**src/rtl/path_turn_sequencer.sv**
```systemverilog
`default_nettype none
// ============================================================================
// Module   : path_turn_sequencer
// Purpose  : Path-level node controller. Passes follower motor commands through
//            and takes over at each node to push, pivot and reacquire the line.
// Revision : 1.0 - initial release
// ============================================================================
module path_turn_sequencer #(
  parameter int unsigned DEPTH        = 16,
  parameter logic [11:0] THRESH       = 12'd900,
  parameter logic [19:0] SETTLE_CYC   = 20'd3125,
  parameter logic [19:0] TURN_MIN_CYC = 20'd31250,
  parameter logic [19:0] TURN_MAX_CYC = 20'd625000
) (
  input  logic        clk_3125KHz,
  input  logic        reset,
  input  logic        prog_we,
  input  logic [3:0]  prog_addr,
  input  logic [1:0]  prog_data,
  input  logic        start,
  input  logic        node_flag,
  input  logic [11:0] middle,
  input  logic        lf_m1_a,
  input  logic        lf_m1_b,
  input  logic        lf_m2_a,
  input  logic        lf_m2_b,
  input  logic [3:0]  lf_dc1,
  input  logic [3:0]  lf_dc2,
  output logic        m1_a,
  output logic        m1_b,
  output logic        m2_a,
  output logic        m2_b,
  output logic [3:0]  dc1,
  output logic [3:0]  dc2,
  output logic [3:0]  step_idx,
  output logic        busy,
  output logic        done,
  output logic        timeout_err
);

  localparam logic [3:0] c_LAST_IDX     = 4'(DEPTH - 1);
  localparam logic [1:0] c_ACT_STRAIGHT = 2'b00;
  localparam logic [1:0] c_ACT_LEFT     = 2'b01;
  localparam logic [1:0] c_ACT_STOP     = 2'b11;

  typedef enum logic [2:0] {
    S_IDLE       = 3'd0,
    S_FOLLOW     = 3'd1,
    S_SETTLE     = 3'd2,
    S_TURN_LEAVE = 3'd3,
    S_TURN_SEEK  = 3'd4,
    S_STOPPED    = 3'd5,
    S_ERROR      = 3'd6
  } state_t;

  state_t      r_state, w_state_next;
  logic [3:0]  r_step_idx, w_step_next;
  logic [19:0] r_cnt, w_cnt_next;
  logic [1:0]  r_action, w_action_next;
  logic        r_node_q;
  logic [1:0]  r_table [DEPTH];
  logic        w_node_edge, w_prog_ok, w_advance;
  logic [3:0]  w_mot, w_dc1, w_dc2;

  assign w_node_edge = node_flag & ~r_node_q;
  assign w_prog_ok   = (r_state == S_IDLE) || (r_state == S_STOPPED) || (r_state == S_ERROR);
  assign step_idx    = r_step_idx;

  // Path table is deliberately outside the reset domain so a reset keeps the program.
  always_ff @(posedge clk_3125KHz) begin
    if (prog_we && w_prog_ok) r_table[prog_addr] <= prog_data;
  end

  always_comb begin
    w_state_next  = r_state;
    w_step_next   = r_step_idx;
    w_action_next = r_action;
    w_cnt_next    = '0;
    w_advance     = 1'b0;
    case (r_state)
      S_IDLE, S_STOPPED, S_ERROR: begin
        if (start) begin
          w_state_next = S_FOLLOW;
          w_step_next  = '0;
        end
      end
      S_FOLLOW: begin
        if (w_node_edge) begin
          if (r_table[r_step_idx] == c_ACT_STOP) begin
            w_state_next = S_STOPPED;
          end else begin
            w_action_next = r_table[r_step_idx];
            w_state_next  = S_SETTLE;
          end
        end
      end
      S_SETTLE: begin
        w_cnt_next = r_cnt + 20'd1;
        if (r_cnt == SETTLE_CYC - 20'd1) begin
          if (r_action == c_ACT_STRAIGHT) begin
            w_advance = 1'b1;
          end else begin
            w_cnt_next   = '0;
            w_state_next = S_TURN_LEAVE;
          end
        end
      end
      // The count runs on into TURN_SEEK so the timeout covers the whole pivot.
      S_TURN_LEAVE: begin
        w_cnt_next = r_cnt + 20'd1;
        if (r_cnt == TURN_MIN_CYC - 20'd1) w_state_next = S_TURN_SEEK;
      end
      S_TURN_SEEK: begin
        w_cnt_next = r_cnt + 20'd1;
        if (middle > THRESH) begin
          w_advance = 1'b1;
        end else if (r_cnt == TURN_MAX_CYC - 20'd1) begin
          w_cnt_next   = '0;
          w_state_next = S_ERROR;
        end
      end
      default: w_state_next = S_IDLE;
    endcase
    if (w_advance) begin
      w_cnt_next = '0;
      if (r_step_idx == c_LAST_IDX) begin
        w_state_next = S_STOPPED;
      end else begin
        w_state_next = S_FOLLOW;
        w_step_next  = r_step_idx + 4'd1;
      end
    end
  end

  always_comb begin
    w_mot = '0;
    w_dc1 = '0;
    w_dc2 = '0;
    case (r_state)
      S_FOLLOW: begin
        w_mot = {lf_m1_a, lf_m1_b, lf_m2_a, lf_m2_b};
        w_dc1 = lf_dc1;
        w_dc2 = lf_dc2;
      end
      S_SETTLE: begin
        w_mot = 4'b1010;
        w_dc1 = 4'd5;
        w_dc2 = 4'd5;
      end
      S_TURN_LEAVE, S_TURN_SEEK: begin
        w_mot = (r_action == c_ACT_LEFT) ? 4'b0110 : 4'b1001;
        w_dc1 = 4'd6;
        w_dc2 = 4'd6;
      end
      default: ;
    endcase
  end

  // Status flags are decoded from the next state so they line up with the state register.
  always_ff @(posedge clk_3125KHz or posedge reset) begin
    if (reset) begin
      r_state     <= S_IDLE;
      r_step_idx  <= '0;
      r_cnt       <= '0;
      r_action    <= '0;
      r_node_q    <= 1'b0;
      m1_a        <= 1'b0;
      m1_b        <= 1'b0;
      m2_a        <= 1'b0;
      m2_b        <= 1'b0;
      dc1         <= '0;
      dc2         <= '0;
      busy        <= 1'b0;
      done        <= 1'b0;
      timeout_err <= 1'b0;
    end else begin
      r_state                <= w_state_next;
      r_step_idx             <= w_step_next;
      r_cnt                  <= w_cnt_next;
      r_action               <= w_action_next;
      r_node_q               <= node_flag;
      {m1_a, m1_b, m2_a, m2_b} <= w_mot;
      dc1                    <= w_dc1;
      dc2                    <= w_dc2;
      busy        <= (w_state_next != S_IDLE) && (w_state_next != S_STOPPED) &&
                     (w_state_next != S_ERROR);
      done        <= (w_state_next == S_STOPPED);
      timeout_err <= (w_state_next == S_ERROR);
    end
  end

endmodule
`default_nettype wire

```
**config.mk**
```make
export PLATFORM = sky130hd
export DESIGN_NAME = path_turn_sequencer
export DESIGN_NICKNAME = d
export VERILOG_FILES = /design/src/rtl/path_turn_sequencer.sv
export SDC_FILE = /design/constraint.sdc
export NUM_CORES = 1
export LEC_CHECK = 0
export CORE_ASPECT_RATIO = 1.75
export CORE_MARGIN = 4
export CORE_UTILIZATION = 58
export CTS_BUF_LIST = sky130_fd_sc_hd__clkbuf_16
export DETAILED_ROUTE_END_ITERATION = 10
export PLACE_DENSITY_LB_ADDON = 0.08
export SLEW_MARGIN = 20
export SYNTH_ARGS = -nofsm -noshare
export SYNTH_HDL_FRONTEND = slang
export SYNTH_SLANG_ARGS = --single-unit
```
**constraint.sdc**
```tcl
create_clock -name clk_3125KHz -period 3.05 [get_ports clk_3125KHz]
set_input_delay 0.61 -clock clk_3125KHz [delete_from_list [all_inputs] [get_ports clk_3125KHz]]
set_output_delay 0.61 -clock clk_3125KHz [all_outputs]
set_load 0.02 [all_outputs]
```
==> summary.txt, run 1 <==
Run
  – Number of maximum-capacitance violations: 0

STA
  – Total negative setup slack: 0 ns
  – Minimum period implied by the final worst setup slack: 2.51 ns
  – Slew @ Worst Pin: 0.584 ns
  – Worst slew margin: 61.1%
  – Setup clock skew after layout: 0.00511 ns
  – RSZ-0062 raised after global routing: false
  – Number of failing setup endpoints in the final timing report: 0
  – Max Clock Freq: 398 MHz
  – Fin. max-slew vios: 0
  – Final period util: 82.3%
  – Final hold violation count: 0

Routing
  – Detailed-route vias per instance: 5.69
  – Wire length after detailed routing: 7760 um
  – DRT Pass-1 Iters: 5
  – Number of routed nets with antenna violations: 0
  – DRC marker count from the first detailed-route iteration: 216
  – Overall via count from detail_route: 2675
  – Wire per inst: 16.5 um
  – Remaining design rule violation count: 0

Min path
  – Path category of the worst min-delay check: flop to flop
  – Endpoint of the worst hold path: r_cnt[0]
  – Origin of the worst min-delay path: r_cnt[0]
  – Hold Path Cell Cnt: 1

Worst setup path
  – Endpoint of the most critical register-to-register path: r_table[0][1]
  – Crit path DAT: 2.49 ns
  – Reg-to-reg slack, setup: 0.54 ns
  – Sequence of cells on the critical path: nand2b_1 -> nand2_1 -> o21ai_0 -> buf_4 -> nand2_1 -> or3_1 -> nor3_1
  – Dominant cell type by count on the critical path: sky130_fd_sc_hd__nand2_1
  – Kind of end point of the critical path: flop
  – Category of the most critical setup path: flop to flop
  – Slowest cell on the critical path: sky130_fd_sc_hd__dfrtp_1
  – Family with the most delay on the worst path: simple AND/OR/NAND/NOR gates
  – Worst-path fanout max: 17
  – Logic depth of the worst register-to-register path: 7
  – Critical path buffer and inverter count: 1
  – Critical Path Start Type: flop
  – Required arrival time at the worst endpoint: 3.03 ns
  – Worst r2r src: r_state[2]
  – Max stage delay on crit path: 0.65 ns

Pwr
  – Sequential share of power: 42.3%
  – Worst-case vdd ir drop: 0.000735 V
  – Internal Pwr Total: 0.00220 W
  – Proportion of power drawn by combinational gates: 29.8%
  – Switching share of total power: 31.8%
  – Switching component of the power: 0.00102 W
  – Clock power frac: 27.9%
  – Static leakage: 1.73 nW
  – Power Dens Cells: 705 nW/um2

Place
  – DPL Wire Length: 5870 um
  – Count of input and output buffers: 53
  – Final GP Congestion: 0.880

Clock network
  – Number of post-CTS setup repair buffers: 0
  – Register clock-pin slew on the reported worst setup and hold paths: 0.05 ns
  – Clock tree from TritonCTS: built
  – Clock Tree Buf Depth: 2
  – CTS root buffer: sky130_fd_sc_hd__clkbuf_16
  – Number of levels the H-tree was split into: 3
  – Later-pin clock latency in the skew report: 0.33 ns
  – Post-CTS Hold Fix Bufs: 0
  – Number of cells upsized or downsized after cts: 0
  – CTS Buf Count: 9
  – Clk sink count: 77

Global route
  – Vias in the first global route: 2703
  – Initial antenna violation count: 0
  – Largest net degree at the start of global routing: 21
  – Final global-route overflow total: 0
  – Wire length of the first global-routing pass: 12500 um
  – Total GRT Usage: 22.0%

Synth
  – Number of warnings issued by yosys: 0
  – Share of Yosys cell area claimed by the top area cell type: 30.3%
  – Ys flop type: sky130_fd_sc_hd__dfrtp_1
  – Number of nets produced by synthesis: 365
  – Unique masters post-synth: 51
  – Cells taking the most area after synthesis: sky130_fd_sc_hd__dfrtp_1 30%, sky130_fd_sc_hd__edfxtp_1 26%, sky130_fd_sc_hd__nor2_1 5.8%, sky130_fd_sc_hd__mux4_1 4.9%, sky130_fd_sc_hd__xnor2_1 3.3%
  – Number of flops mapped to enable cells by yosys: 32
  – Average footprint of a synthesized cell: 11.4 um2
  – Gate Count Post-Synth: 326
  – Number of synthesized register bits: 77
  – Proportion of register bits with asynchronous set or reset after synthesis: 58.4%
  – Portion of the post-synthesis area used by sequential elements: 56.1%
  – Netlist area before placement: 3720 um2
  – Post-synth top area cell: sky130_fd_sc_hd__dfrtp_1

Finish
  – Growth of design area from synthesis to finish: 23.0%
  – Share of final-layout standard cells stronger than drive strength 1: 6.92%
  – Fill count: 439
  – Final core occ: 73.4%
  – Final antenna diode count: 0
  – Nets: 424
  – Most common cell after layout, fill and taps aside: sky130_fd_sc_hd__nor2_1
  – Area of combinational cells with multiple inputs: 1510 um2
  – Highest-count cells in the layout ignoring fill and taps: 57 x sky130_fd_sc_hd__nor2_1, 53 x sky130_fd_sc_hd__clkdlybuf4s50_1, 45 x sky130_fd_sc_hd__dfrtp_1
  – Register cell area after layout: 2090 um2

Die
  – Vertical die dimension: 114 um
  – Area of the die: 7800 um2
  – Die Wd: 68.5 um
  – Area of the core region: 6230 um2
  – Number of top-level design ports: 54
  – Effective utilization at floorplan: 59.7%
  – Total number of placement rows: 38

Outcome
  – Run status: finished, final reports clean
-- power by group through the flow --
stage	Clock [W]	Sequential (W)	Combinational (W)
6_report	0.000900	0.00136	0.000960
5_1_grt	0.000966	0.00138	0.00105
4_1_cts	0.000909	0.00136	0.000963
3_5_place_dp	0	0.00138	0.000956
3_3_place_gp	0	0.00138	0.000939
2_1_floorplan	0	0.00141	0.000554
-- worst max-delay path by stage --
stage          startpoint             to  slack, ns  cells after the start
6_report       r_state[2]  r_table[0][1]       0.54                      7
5_1_grt          r_cnt[9]    step_idx[3]       0.44                      8
4_1_cts        r_state[2]  r_table[0][0]       0.59                      7
3_5_place_dp    middle[6]           busy       0.31                      8
3_3_place_gp    middle[6]           busy       0.37                      8
2_1_floorplan   middle[6]           busy       0.80                      7
-- per-stage QoR --
step	power [W]	std cells	setup WS (ns)	instance area (um2)	hold WS [ns]
6_report	0.00322	470	0.539	4570	0.541
5_1_grt	0.00340	470	0.441	4570	0.572
4_1_cts	0.00323	470	0.590	4570	0.545
3_5_place_dp	0.00234	454	0.306	4320	0.533
3_3_place_gp	0.00232	454	0.369	4320	0.521
2_1_floorplan	0.00197	326	0.799	3720	0.490
-- cell families after synthesis --
logic type,count (synthesis),synth area share (%)
xor+xnor,19,4.48
compound gates,44,8.28
buf+inv,23,3.20
fa+ha+maj,4,1.35
flops,77,56.1
simple gates,143,18.6
mux,16,7.91
-- worst reg2reg max path, stage by stage, from the launching register on --
cell and delay, ns:
sky130_fd_sc_hd__dfrtp_1 0.65, sky130_fd_sc_hd__nand2b_1 0.28, sky130_fd_sc_hd__nand2_1 0.08, sky130_fd_sc_hd__o21ai_0 0.18, sky130_fd_sc_hd__buf_4 0.17, sky130_fd_sc_hd__nand2_1 0.06, sky130_fd_sc_hd__or3_1 0.38, sky130_fd_sc_hd__nor3_1 0.36
-- synth_stat cells, drive strengths merged, types with 2 or more instances --
cell	n
nor4	4
o21ai	15
buf	7
clkbuf	4
or3	4
edfxtp	32
nand2	22
mux2i	5
ha	4
xnor2	14
a31oi	2
o22ai	3
inv	12
nor3	11
and3	4
nand2b	6
mux2	3
xor2	5
o32ai	2
nand3	14
o31a	2
nor2	57
dfrtp	45
a21oi	9
nand4	6
nor2b	4
o311ai	2
a22oi	2
mux4	8
nor4b	3
and2	3
-- state kept, by name (all words and copies together), names as in the netlist, 2 cells and up --
register / count
r_table: 32
r_cnt: 20
r_action: 2
dc1: 4
step_idx: 4
r_state: 3
dc2: 4
-- per-layer routing --
| metal | vias up | GRT usage (%) | part of all wire, % | wire length (um) |
|---|---|---|---|---|
| li1 | 1302 | - | - | - |
| met1 | 1267 | 23.2 | 36 | 2780 |
| met2 | 85 | 38.4 | 55 | 4280 |
| met3 | 21 | 6.01 | 5.5 | 429 |
| met4 | 0 | 11.0 | 3.5 | 268 |
| met5 | - | 0 | 0 | 0 |
-- area by class of cell --
class	count	area share [%]
flip-flops and latches	77	45.6
clock inverters	7	0.629
inverters	12	0.985
well taps	80	2.19
multi-input cells	226	33.1
repair buffers	59	12.6
clock buffers	9	4.92
(Power assumes the default switching activity.)
==> run 2: changes to the inputs <==
Settings changed: CORE_UTILIZATION 58 to 49.
Clock period 3.05 ns to 2.18 ns, I/O delays scaled along.
==> summary.txt, run 2 (synthesis results as in run 1) <==
Outcome
  – Run status: finished, final reports clean

Die
  – Die Wd: 73.8 um (+7.8%)
  – Number of top-level design ports: 54 (unchanged)
  – Area of the die: 9100 um2 (+17%)
  – Total number of placement rows: 41 (+7.9%)
  – Vertical die dimension: 123 um (+8.2%)
  – Area of the core region: 7280 um2 (+17%)
  – Effective utilization at floorplan: 51.0% (-8.7 points)

Worst setup path
  – Crit path DAT: 2.36 ns (-0.13 ns)
  – Worst-path fanout max: 8 (-9)
  – Max stage delay on crit path: 0.49 ns (-0.16 ns)
  – Required arrival time at the worst endpoint: 2.39 ns (-0.64 ns)
  – Worst r2r src: step_idx[0]
  – Critical Path Start Type: flop
  – Slowest cell on the critical path: sky130_fd_sc_hd__dfrtp_2
  – Launch point of the critical path: step_idx[0]
  – Category of the most critical setup path: flop to flop
  – Dominant cell type by count on the critical path: sky130_fd_sc_hd__mux2_4
  – Kind of end point of the critical path: flop
  – Sequence of cells on the critical path: mux4_2 -> mux2i_1 -> mux2_4 -> o31a_1 -> mux2_4 -> a21oi_1 -> a31oi_1

Run
  – Number of maximum-capacitance violations: 0 (unchanged)

Routing
  – Remaining design rule violation count: 0 (unchanged)
  – Wire length after detailed routing: 8370 um (+7.8%)
  – DRC marker count from the first detailed-route iteration: 188 (-13%)
  – Wire per inst: 16.2 um (-1.8%)
  – DRT Pass-1 Iters: 4 (-1)
  – Number of routed nets with antenna violations: 0 (unchanged)
  – Overall via count from detail_route: 2827 (+5.7%)
  – Detailed-route vias per instance: 5.48 (-3.7%)

Min path
  – Path category of the worst min-delay check: input port to asynchronous set/reset pin

Global route
  – Total GRT Usage: 20.0% (-2.0 points)
  – Final global-route overflow total: 0 (unchanged)
  – Vias in the first global route: 2884 (+6.7%)
  – Largest net degree at the start of global routing: 24 (+14%)
  – Wire length of the first global-routing pass: 13500 um (+7.9%)
  – Initial antenna violation count: 0 (unchanged)

Finish
  – Fin cells: 516 (+9.8%)
  – Flip-flop count of the largest register after layout: 32 (unchanged)
  – Biggest register: r_table
  – Growth of design area from synthesis to finish: 35.0%
  – Final antenna diode count: 0 (unchanged)
  – Top flop regs: r_table: 32 flops, r_cnt: 20 flops
  – Share of final-layout standard cells stronger than drive strength 1: 21.2% (+14 points)
  – Highest-count cells in the layout ignoring fill and taps: 56 x sky130_fd_sc_hd__nor2_1, 50 x sky130_fd_sc_hd__clkdlybuf4s50_1, 43 x sky130_fd_sc_hd__dfrtp_1
  – Final cell area excluding filler cells: 5020 um2 (+9.7%)
  – Nets: 464 (+9.4%)
  – Most common cell after layout, fill and taps aside: sky130_fd_sc_hd__nor2_1

Clock network
  – Number of levels the H-tree was split into: 3 (unchanged)
  – Post-CTS Hold Fix Bufs: 0 (unchanged)
  – Clk sink count: 77 (unchanged)
  – Clock tree from TritonCTS: built
  – Clock Tree Buf Depth: 2 (unchanged)
  – Later-pin clock latency in the skew report: 0.34 ns (about the same)
  – CTS root buffer: sky130_fd_sc_hd__clkbuf_16
  – CTS Buf Count: 9 (unchanged)
  – Register clock-pin slew on the reported worst setup and hold paths: 0.06 ns (about the same)

Place
  – Post-placement cell count: 496 (+9.3%)
  – Count of input and output buffers: 53 (unchanged)
  – DPL Wire Length: 6310 um (+7.4%)
  – Post-detailed-placement cell area: 4620 um2 (+7.0%)
  – Post-Place Setup Slack: -0.351 ns (-0.657 ns)
  – Final GP Congestion: 0.845 (-4.0%)

STA
  – Max Clock Freq: 464 MHz (+17%)
  – Number of failing setup endpoints in the final timing report: 0 (unchanged)
  – RSZ-0062 raised after global routing: true
  – Minimum period implied by the final worst setup slack: 2.15 ns (-0.357 ns)
  – Final period util: 98.8% (+16 points)
  – Fin. max-slew vios: 0 (unchanged)
  – Total negative setup slack: 0 ns (unchanged)
  – Worst slew margin: 64.7% (+3.6 points)
  – Setup clock skew after layout: 0.00548 ns (+0.000367 ns)
  – Final hold violation count: 0 (unchanged)
  – Slew @ Worst Pin: 0.528 ns (-0.0558 ns)
  – PnR worst setup slack: 0.0260 ns (-0.513 ns)

Pwr
  – Power Dens Cells: 976 nW/um2 (+38%)
  – Worst-case vdd ir drop: 0.000740 V (+0.70%)
  – Overall Power: 0.00490 W (+52%)
  – Static leakage: 1.99 nW (+15%)
run 2: changes by cell type in the layout (fill, tap and decap cells not counted), moves of 3 or more:
cell                              previous run  this run
sky130_fd_sc_hd__dlymetal6s2s_1              0         3
sky130_fd_sc_hd__nor4_1                      4         1
sky130_fd_sc_hd__nor4b_2                     0         3
sky130_fd_sc_hd__clkdlybuf4s50_1            53        50
sky130_fd_sc_hd__mux4_1                      7         1
sky130_fd_sc_hd__mux4_2                      1         7
sky130_fd_sc_hd__nor4b_1                     3         0
sky130_fd_sc_hd__buf_4                       6        42
run 2: metrics by stage:
stage	util (%)	hold slack (ns)
finish	68.9	0.456
global route	68.9	0.521
CTS	67.8	0.472
detailed placement	63.4	0.547
global placement	63.4	0.533
floorplan	-	0.467
run 2: path summary, 6_finish.rpt:
kind                                     to  slack [ns]  cells after the start
worst max-delay path                   busy        0.03                      7
worst min-delay path              r_cnt[11]        0.46                      2
worst max register to register         busy        0.03                      7
worst min register to register     r_cnt[0]        0.51                      1
max in group asynchronous       step_idx[0]        1.21                      3
min in group clk_3125KHz           r_cnt[0]        0.51                      1
run 2: area by class of cell:
| type | instances | area, um2 |
|---|---|---|
| multi-input cells | 226 | 1580 |
| inverters | 12 | 45.0 |
| clock inverters | 7 | 57.6 |
| repair buffers | 99 | 916 |
| well taps | 86 | 108 |
| clock buffers | 9 | 225 |
| fillers | 566 | 2270 |
| flip-flops and latches | 77 | 2090 |
run 2: layer usage:
metal | track usage (%) | up-vias | wire length (um)
met5 | 0 | - | 0
met4 | 11.9 | 0 | 214
met3 | 3.82 | 14 | 416
met2 | 36.6 | 68 | 4790
met1 | 20.2 | 1369 | 2940
li1 | - | 1376 | -
run 2: worst max-delay path, delay by kind of cell (launching register included):
family | cells | cell delay [ns]
flops | 1 | 0.49
mux | 4 | 1.04
compound gates | 3 | 0.49
run 2: power breakdown:
group	leakage, nW	total [W]	switching, W	internal [W]
Combinational	0.978	0.00162	0.000818	0.000802
Sequential	0.874	0.00187	0.000157	0.00171
Clock	0.139	0.00141	0.000545	0.000866
Total	1.99	0.00490	0.00152	0.00338
run 2: timing repair:
action                                  CTS  global route
pin swaps                                 4            11
resized for setup                        11            22
endpoints found under the setup margin    6            29
buffers inserted                          1             3
